**src/rtl/spi_slave_pkg.sv**
```systemverilog
// spi_slave_pkg: shared state encoding and SPI mode constants
// for the sys_clk-domain SPI responder.
package spi_slave_pkg;

    typedef enum logic [1:0] {
        IDLE,
        LOAD,
        SHIFT
    } state_t;

    localparam bit SPI_CPOL = 1'b0;
    localparam bit SPI_CPHA = 1'b0;

endpackage

```
**src/rtl/spi_slave_if_pin_sync.sv**
```systemverilog
// spi_pin_sync: multi-flop synchronizer for one SPI pin plus an
// edge-detect register providing level, rise and fall strobes.
module spi_pin_sync #(
    parameter int   SYNC_STAGES = 2,
    parameter logic RST_VAL     = 1'b0
) (
    input  logic clk,
    input  logic rst_n,
    input  logic pin,
    output logic level,
    output logic rise,
    output logic fall
);

    logic [SYNC_STAGES-1:0] sync_q;
    logic                   prev_q;

    always_ff @(posedge clk) begin
        if (!rst_n) begin
            sync_q <= {SYNC_STAGES{RST_VAL}};
            prev_q <= RST_VAL;
        end else begin
            sync_q <= {sync_q[SYNC_STAGES-2:0], pin};
            prev_q <= sync_q[SYNC_STAGES-1];
        end
    end

    assign level = sync_q[SYNC_STAGES-1];
    assign rise  = level & ~prev_q;
    assign fall  = ~level & prev_q;

endmodule

```
**src/rtl/spi_slave_if.sv**
```systemverilog
// spi_slave_if: mode-0 SPI responder in the sys_clk domain with a
// one-entry transmit buffer and pulsed receive words.
module spi_slave_if
    import spi_slave_pkg::*;
#(
    parameter int                 DATA_W      = 8,
    parameter int                 SYNC_STAGES = 2,
    parameter logic [DATA_W-1:0]  IDLE_WORD   = '0
) (
    input  logic              sys_clk,
    input  logic              sys_rst_n,
    input  logic              spi_clk_i,
    input  logic              spi_cs_i,
    input  logic              spi_mosi_i,
    output logic              spi_miso_o,
    output logic              spi_miso_oe_o,
    input  logic [DATA_W-1:0] tx_data_i,
    input  logic              tx_valid_i,
    output logic              tx_ready_o,
    output logic              tx_underrun_o,
    output logic [DATA_W-1:0] rx_data_o,
    output logic              rx_valid_o,
    output logic              busy_o
);

    localparam int CNT_W = $clog2(DATA_W + 1);
    localparam int FL_W  = $clog2(SYNC_STAGES + 2);
    localparam logic [CNT_W-1:0] LAST  = CNT_W'(DATA_W);
    localparam logic [FL_W-1:0]  FLUSH = FL_W'(SYNC_STAGES + 1);

    logic sclk_lvl, sclk_rise, sclk_fall;
    logic cs_lvl, cs_rise, cs_fall;
    logic mosi, mosi_rise, mosi_fall;
    logic unused_sig;

    spi_pin_sync #(.SYNC_STAGES(SYNC_STAGES), .RST_VAL(1'b0)) u_sclk (
        .clk(sys_clk), .rst_n(sys_rst_n), .pin(spi_clk_i),
        .level(sclk_lvl), .rise(sclk_rise), .fall(sclk_fall)
    );

    spi_pin_sync #(.SYNC_STAGES(SYNC_STAGES), .RST_VAL(1'b1)) u_cs (
        .clk(sys_clk), .rst_n(sys_rst_n), .pin(spi_cs_i),
        .level(cs_lvl), .rise(cs_rise), .fall(cs_fall)
    );

    spi_pin_sync #(.SYNC_STAGES(SYNC_STAGES), .RST_VAL(1'b0)) u_mosi (
        .clk(sys_clk), .rst_n(sys_rst_n), .pin(spi_mosi_i),
        .level(mosi), .rise(mosi_rise), .fall(mosi_fall)
    );

    assign unused_sig = ^{sclk_lvl, cs_lvl, mosi_rise, mosi_fall};

    state_t              state_q, state_d;
    logic [DATA_W-1:0]   tx_sh_q;
    logic [DATA_W-1:0]   rx_sh_q;
    logic [CNT_W-1:0]    cnt_q;
    logic [DATA_W-1:0]   buf_q;
    logic                buf_full_q;
    logic [DATA_W-1:0]   rx_data_q;
    logic                rx_valid_q;
    logic                underrun_q;
    logic [FL_W-1:0]     flush_q;

    logic sample, shift_edge, cs_start;
    logic word_done, reload, load, capture;

    assign sample     = (SPI_CPOL == SPI_CPHA) ? sclk_rise : sclk_fall;
    assign shift_edge = (SPI_CPOL == SPI_CPHA) ? sclk_fall : sclk_rise;

    // A CS already low at reset must not look like a fresh fall.
    assign cs_start  = cs_fall & (flush_q == FLUSH);

    assign word_done = (state_q == SHIFT) & sample
                     & (cnt_q == LAST - 1'b1) & ~cs_rise;
    assign reload    = (state_q == SHIFT) & shift_edge
                     & (cnt_q == LAST) & ~cs_rise;
    assign load      = ((state_q == LOAD) & ~cs_rise) | reload;
    assign capture   = tx_valid_i & (~buf_full_q | load);

    always_ff @(posedge sys_clk) begin
        if (!sys_rst_n) begin
            state_q <= IDLE;
        end else begin
            state_q <= state_d;
        end
    end

    always_comb begin
        state_d = state_q;
        unique case (state_q)
            IDLE:    if (cs_start) state_d = LOAD;
            LOAD:    state_d = SHIFT;
            SHIFT:   state_d = SHIFT;
            default: state_d = IDLE;
        endcase
        if (cs_rise) state_d = IDLE;
    end

    always_ff @(posedge sys_clk) begin
        if (!sys_rst_n) begin
            tx_sh_q    <= '0;
            rx_sh_q    <= '0;
            cnt_q      <= '0;
            buf_q      <= '0;
            buf_full_q <= 1'b0;
            rx_data_q  <= '0;
            rx_valid_q <= 1'b0;
            underrun_q <= 1'b0;
            flush_q    <= '0;
        end else begin
            if (flush_q != FLUSH) flush_q <= flush_q + 1'b1;
            rx_valid_q <= word_done;
            underrun_q <= load & ~buf_full_q;

            if (capture) begin
                buf_q      <= tx_data_i;
                buf_full_q <= 1'b1;
            end else if (load) begin
                buf_full_q <= 1'b0;
            end

            if (cs_rise) begin
                cnt_q   <= '0;
                tx_sh_q <= '0;
            end else if (load) begin
                tx_sh_q <= buf_full_q ? buf_q : IDLE_WORD;
                cnt_q   <= '0;
            end else if (state_q == SHIFT) begin
                if (sample) begin
                    rx_sh_q <= {rx_sh_q[DATA_W-2:0], mosi};
                    if (cnt_q != LAST) cnt_q <= cnt_q + 1'b1;
                end
                if (shift_edge) tx_sh_q <= {tx_sh_q[DATA_W-2:0], 1'b0};
            end

            if (word_done) rx_data_q <= {rx_sh_q[DATA_W-2:0], mosi};
        end
    end

    assign spi_miso_o    = tx_sh_q[DATA_W-1];
    assign spi_miso_oe_o = (state_q != IDLE);
    assign busy_o        = (state_q != IDLE);
    assign tx_ready_o    = ~buf_full_q;
    assign tx_underrun_o = underrun_q;
    assign rx_data_o     = rx_data_q;
    assign rx_valid_o    = rx_valid_q;

endmodule

```
**config.mk**
```make
export PLATFORM = sky130hd
export DESIGN_NAME = spi_slave_if
export DESIGN_NICKNAME = d
export VERILOG_FILES = /design/src/rtl/spi_slave_pkg.sv /design/src/rtl/spi_slave_if_pin_sync.sv /design/src/rtl/spi_slave_if.sv
export SDC_FILE = /design/constraint.sdc
export NUM_CORES = 1
export LEC_CHECK = 0
export ABC_AREA = 1
export CORE_ASPECT_RATIO = 0.7
export CORE_MARGIN = 2
export CORE_UTILIZATION = 50
export DETAILED_ROUTE_END_ITERATION = 6
export PLACE_DENSITY = 0.74
export SYNTH_ARGS = -nofsm -noshare
export SYNTH_HDL_FRONTEND = slang
export SYNTH_SLANG_ARGS = --single-unit
```
**constraint.sdc**
```tcl
create_clock -name sys_clk -period 3.3 [get_ports sys_clk]
set_input_delay 0.66 -clock sys_clk [delete_from_list [all_inputs] [get_ports sys_clk]]
set_output_delay 0.66 -clock sys_clk [all_outputs]
set_load 0.005 [all_outputs]
```
# Yosys cells after proc, flatten, opt, wreduce, memory -nomap -nowiden

Cells that the tools add are included.

Register bits: 50
Output and inout port bits: 14
Bits of input ports: 14
Logic and storage cells: 68

Reduce and logical (&&, ||, !) cells: 11
Muxes and demuxes: 8
Equal/unequal tests: 8
Add/subtract/negate cells: 2
Bitwise logic cells: 24

Operators with widths:

| operator              | count |
|---|---|
| $mux W8               | 4 |
| $and A1 B1 Y1         | 14 |
| $not A1 Y1            | 8 |
| $reduce_bool A2 Y1    | 4 |
| $add A4 B1 Y4 const B | 1 |
| $eq A2 B2 Y1 const B  | 2 |
| $eq A4 B3 Y1 const B  | 1 |
| $eq A4 B4 Y1 const B  | 1 |
| $ne A2 B2 Y1 const B  | 2 |
| $ne A4 B4 Y1 const B  | 1 |
| $pmux W2 S2           | 1 |
| $reduce_and A4 Y1     | 1 |
| $reduce_or A2 Y1      | 2 |
| $reduce_and A3 Y1     | 1 |
| $reduce_or A3 Y1      | 1 |
| $add A2 B1 Y2 const B | 1 |
| $eq A2 B1 Y1 const B  | 1 |
| $logic_not A2 Y1      | 1 |
| $mux W1               | 2 |
| $mux W2               | 1 |
| $or A1 B1 Y1          | 2 |
| $reduce_and A2 Y1     | 1 |

# Longest topological paths before layout

Depth after elaboration: 9
Mapped depth: 10
Depth with buffers taken out: 9

# By module

Synthesis repeated with hierarchy kept, for this count alone.

Cells, all modules: 311
Area total of the unflattened synthesis: 2,312.2 um^2

Modules (own cells, without submodules):

| module                    | times used | sequential area each (um^2) | area each (um^2) | cells each |
|---|---|---|---|---|
| spi_slave_if              | 1          | 840.8                       | 2,018.2          | 273 |
| spi_pin_sync (u_mosi ...) | 2          | 60.1                        | 100.1            | 13 |
| spi_pin_sync (u_cs)       | 1          | 60.1                        | 93.8             | 12 |

# Worst setup path before layout

Ideal clock, no wire load.

Path type: register -> register
Start point: register state_q[0]
End point: register buf_q[7]
Required time: 3,187 ps
Path buffers: 1
Clock period less this slack: 1,491 ps
Data arrival time: 1,377 ps
Cell stages (with the launch flop): 11
Library setup time: 113 ps
Setup slack: 1,809 ps
Cell sequence: dfxtp_1 -> inv_1 -> ha_1 -> nand2_1 -> nor2_4 -> nand3_4 -> nand3_4 -> buf_8 -> nand3_1 -> nand2_1 -> nor2_1

Cells in the longest elaborated chain, start to end: 7
Elaborated cells between the ends (all ways): 9
Those cells by class: eq/ne: 2; bitwise: 7

RTL lines:

| element                    | line                | source |
|---|---|---|
| from (decl)                | spi_slave_if.sv:53  | `state_t state_q, state_d;` |
| from (signal assigned)     | spi_slave_if.sv:84  | `state_q <= state_d;` |
| $eq A2 B2 Y1               | spi_slave_if.sv:75  | `assign reload = (state_q == SHIFT) & shift_edge` |
| $and A1 B1 Y1              | spi_slave_if.sv:75  |  |
| $and A1 B1 Y1 (2 in a row) | spi_slave_if.sv:76  | `& (cnt_q == LAST) & ~cs_rise;` |
| $or A1 B1 Y1 *             | spi_slave_if.sv:77  | `assign load = ((state_q == LOAD) & ~cs_rise) \| reload;` |
| $or A1 B1 Y1 *             | spi_slave_if.sv:78  | `assign capture = tx_valid_i & (~buf_full_q \| load);` |
| $and A1 B1 Y1 *            | spi_slave_if.sv:78  |  |
| to (signal assigned)       | spi_slave_if.sv:116 | `buf_q <= tx_data_i;` |
| to (decl)                  | spi_slave_if.sv:57  | `logic [DATA_W-1:0] buf_q;` |

Mark *: on every way between the ends. The rest lies on a longest branch, timed or not.
A chain may end at the register's enable or synchronous reset.

# Worst setup path in the final report

Start point: register state_q[0]
End point: output port busy_o

Cells in the longest elaborated chain, start to end: 1

RTL lines:

| element            | line                | source |
|---|---|---|
| $reduce_bool A2 Y1 | spi_slave_if.sv:142 | `assign busy_o = (state_q != IDLE);` |
| to (decl)          | spi_slave_if.sv:23  | `output logic busy_o` |

No other way between the ends.

==> metrics list <==
* Outcome: finished clean
- Of the cells placed in the final design, the portion with a size suffix greater than 1 is 11.2%.
- For the pin with the worst max-slew slack, the measured transition is 751 ps.
- The worst hold path terminates at u_cs.sync_q[1].
* First-pass GRT wire length: 6700 um
- Switching power share of the total: 26.4%
- Across all layers, the routed design uses 1718 vias.
- Sequential cells were found to cover 46.3% of the synthesized design area.
- Among all flip-flop cells after synthesis, the most frequent one is sky130_fd_sc_hd__dfxtp_1.
- The die is 59.0 um tall.
- Cells fill 63.9% of the core in the end.
* Post-Route Setup TNS: 0 ps
* Complex-gate fraction of the synthesized area: 14.1%
* Internal power component: 1.05 mW
- Distinct cell type count after synthesis: 26
- Quantity of gates resized following cts: 0
- Cell area after synthesis: 2160 um^2
* Area of the core: 4040 um^2
* Xor and xnor fraction of the mapped netlist area: 0%
* Path type of the worst min-delay path: flop to flop
* Root Buffer: sky130_fd_sc_hd__clkbuf_8
* Placement Rows: 19
* Synthesized net count: 298
* RSZ-0062 raised after global routing: false
* Total of buffers placed on input and output ports: 27
- For this design the ratio of total power to cell area is 553 nW/um^2.
- The Yosys step of the flow raised 0 warnings.
- The worst setup path is captured at an output pin.
- EDFF count, synth: 0
- Dividing the synthesized area by the synthesized cell count gives 7.80 um^2.
- In the synthesized netlist, the number of instances is 277.
- Setup violations remaining at the end of the flow were counted as 0.
* Highest clock frequency the design can meet: 453 MHz
* Endpoints failing hold: 0
- Largest cells by area after synthesis: sky130_fd_sc_hd__dfxtp_1, sky130_fd_sc_hd__nand2_1, sky130_fd_sc_hd__inv_1
- R2r worst-path depth: 7
- WP data arrival: 1550 ps
- Maximum vdd ir drop: 0.346 mV
* Setup repair bufs after CTS: 0
- Share of async-settable or async-resettable flops after synthesis: 0%
* Type of the worst setup path: flop to output pin
* Number of placed I/O pins: 28
* CTS tree: built
- The clock reaches the later pin of the worst-skew pair after 300 ps.
- Post-route clock skew: 5.10 ps
* Worst hold stages: 1
- First-pass iteration count of the detailed router: 6
- Overall routing resource usage: 18.2%
* Cts-stage hold buffer count: 0
- For this design the static power due to leakage is 1.05 nW.
- Of the available clock period, the critical path in the final layout requires 66.9%.
- In this run, synthesis produced a sequential element count of 50.
- Layout-stage area growth over the synthesis result: 19.6%
- Count of clock tree sinks: 50
- DR iter-0 viols: 88
- With fillers left out, the area of the finished cells amounts to 2580 um^2.
- Nets: 324
- Of the total synthesized cell area, the portion taken by AND, OR, NAND and NOR gates is 25.1%.
- Setup slack on the worst reg-to-reg path comes out at 1630 ps.
* Main combinational cell family by area after synthesis: simple AND/OR/NAND/NOR gates
- Counting the fill cells in the layout gives 391.
* Share of total power in sequential cells: 47.0%
- The HPWL after detailed placement is 2740 um.
- The repair_antennas step left the layout with diodes totalling 0.
- The worst register-to-register path ends at rx_data_o[1].
- The clock network is responsible for 35.5% of the overall power.
- Once placement finished, the instance area stood at 2440 um^2.
- The startpoint identified for the worst register-to-register timing path is state_q[0].
- Wires add up to 3870 um.
- Worst Hold Launch: u_cs.sync_q[0]
- DR DRC count: 0
- Max H-tree Level: 2
- The number of clock buffers added by TritonCTS is 5.
- Clock buffer depth: 2
* Switching component of the power: 0.377 mW
* CTS clk-pin slew, worst paths: 90 ps
* DR WL/cell: 10.9 um
* Largest net degree at the start of global routing: 25
- Once placement completed, the tool counted placed cells totaling 348.
* Top cell type by total area after synthesis: sky130_fd_sc_hd__dfxtp_1
* Data required time of the critical path: 2640 ps
- Of the total power, combinational logic draws 17.6%.
- Die Span X: 82.6 um
- The detail route stage leaves a number of antenna-violating nets equal to 0.
* Final estimated routing congestion in global placement: 0.816
- The tool flagged a number of max-cap violations equal to 0.
- After global routing the overflow that remains totals 0.
- The synthesized netlist devotes 4.06% of its cell area to adder and majority cells.
- In the routed layout, each cell is associated on average with a via count of 4.83.
* Max Transition Viols Final: 0
- In this run the biggest area consumer among cell types represents 46.3% of the synthesized area.
- The finished layout holds 356 standard cells, fillers aside.
- The floorplan step defined a die boundary enclosing 4870 um^2.
* Headroom to the max-slew limit: 49.8%
- Element type at the critical path start: flop
* Initial core utilization: 53.4%
- Post-synthesis mux area share: 0%
* Peak fanout along the critical path: 4
* Period minus WS final: 2210 ps
- The number of global-route vias before repair came to 1526.
* Number of antenna violations at the first check in global routing: 0
logic make-up after synthesis:
logic type | after synthesis
buffers and inverters | 53
AND/OR/NAND/NOR | 112
flip-flops | 50
AO/OA/AOI/OAI | 55
adder cells (fa/ha/maj) | 7
metrics by stage:
stage	power (mW)	setup slack (ps)	hold WS, ps
global route	1.50	945	428
global placement	0.932	908	396
finish	1.43	1090	418
CTS	1.44	1080	418
floorplan	0.862	1810	390
detailed placement	0.935	862	397
layout make-up:
cell class / count / area, um^2 / share of cell area [%]
clock buffers: 5 / 68.8 / 2.66
clock inverters: 3 / 68.8 / 2.66
inverters: 44 / 165 / 6.40
multi-input cells: 174 / 936 / 36.2
flip-flops and latches: 50 / 1000 / 38.8
well taps: 52 / 65.1 / 2.52
repair buffers: 28 / 278 / 10.8
synthesized netlist by cell type, drive strengths merged, types with 2 or more instances:
cell	instances
dfxtp	50
a21oi	38
nor2	20
ha	7
nor3	2
or2	2
buf	4
inv	44
o21ai	17
nand2	56
clkbuf	5
nand3	30
cells in the final DEF (no fill, tap or decap):
cell,instances
sky130_fd_sc_hd__nand2_1,53
sky130_fd_sc_hd__dfxtp_1,50
sky130_fd_sc_hd__inv_1,41
sky130_fd_sc_hd__a21oi_1,30
sky130_fd_sc_hd__clkdlybuf4s50_1,27
sky130_fd_sc_hd__nand3_1,26
sky130_fd_sc_hd__nor2_1,17
sky130_fd_sc_hd__o21ai_0,13
sky130_fd_sc_hd__a21oi_2,8
sky130_fd_sc_hd__ha_1,7
sky130_fd_sc_hd__clkbuf_8,5
sky130_fd_sc_hd__o21ai_1,4
sky130_fd_sc_hd__nand2_2,3
sky130_fd_sc_hd__inv_2,3
sky130_fd_sc_hd__nand3_2,2
sky130_fd_sc_hd__nor2_2,2
sky130_fd_sc_hd__or2_2,2
sky130_fd_sc_hd__nand3_4,2
sky130_fd_sc_hd__bufinv_16,2
sky130_fd_sc_hd__nor3_4,1
sky130_fd_sc_hd__nor2_4,1
sky130_fd_sc_hd__nand3b_1,1
sky130_fd_sc_hd__nor3_2,1
sky130_fd_sc_hd__nand4_1,1
sky130_fd_sc_hd__clkinv_4,1
sky130_fd_sc_hd__buf_4,1
worst max-delay path by stage:
stage               start             to  slack [ps]
2_1_floorplan  state_q[0]       buf_q[7]        1810
3_3_place_gp    sys_rst_n       cnt_q[0]         910
3_5_place_dp    sys_rst_n       cnt_q[0]         860
4_1_cts        state_q[0]  spi_miso_oe_o        1080
5_1_grt        state_q[0]         busy_o         950
6_report       state_q[0]         busy_o        1090
flip-flops by register name, indices dropped and copies added, names as in the netlist:
register	flops
rx_valid_o	1
state_q	2
rx_data_o	8
rx_sh_q	7
buf_full_q	1
flush_q	2
buf_q	8
tx_underrun_o	1
u_cs.sync_q	2
u_mosi.sync_q	2
u_sclk.prev_q	1
u_cs.prev_q	1
tx_sh_q	8
u_sclk.sync_q	2
cnt_q	4
power groups by stage:
stage | sequential (mW) | combinational, mW | clock (mW)
floorplan | 0.676 | 0.186 | 0
global placement | 0.684 | 0.248 | 0
detailed placement | 0.685 | 0.250 | 0
CTS | 0.671 | 0.252 | 0.517
global route | 0.677 | 0.286 | 0.542
finish | 0.671 | 0.251 | 0.507
worst max-delay path: stages, from the launching register on:
cell and delay, ps:
sky130_fd_sc_hd__dfxtp_1 340, sky130_fd_sc_hd__inv_1 90, sky130_fd_sc_hd__ha_1 240, sky130_fd_sc_hd__inv_1 90, sky130_fd_sc_hd__clkdlybuf4s50_1 490
routing by layer:
layer | routed length [um] | GRT usage [%] | up-vias
met5 | 0 | 0 | -
met3 | 159 | 4.57 | 5
li1 | - | - | 936
met2 | 1470 | 23.3 | 30
met4 | 48 | 6.32 | 0
met1 | 2190 | 28.9 | 747
(Power assumes the default switching activity.)
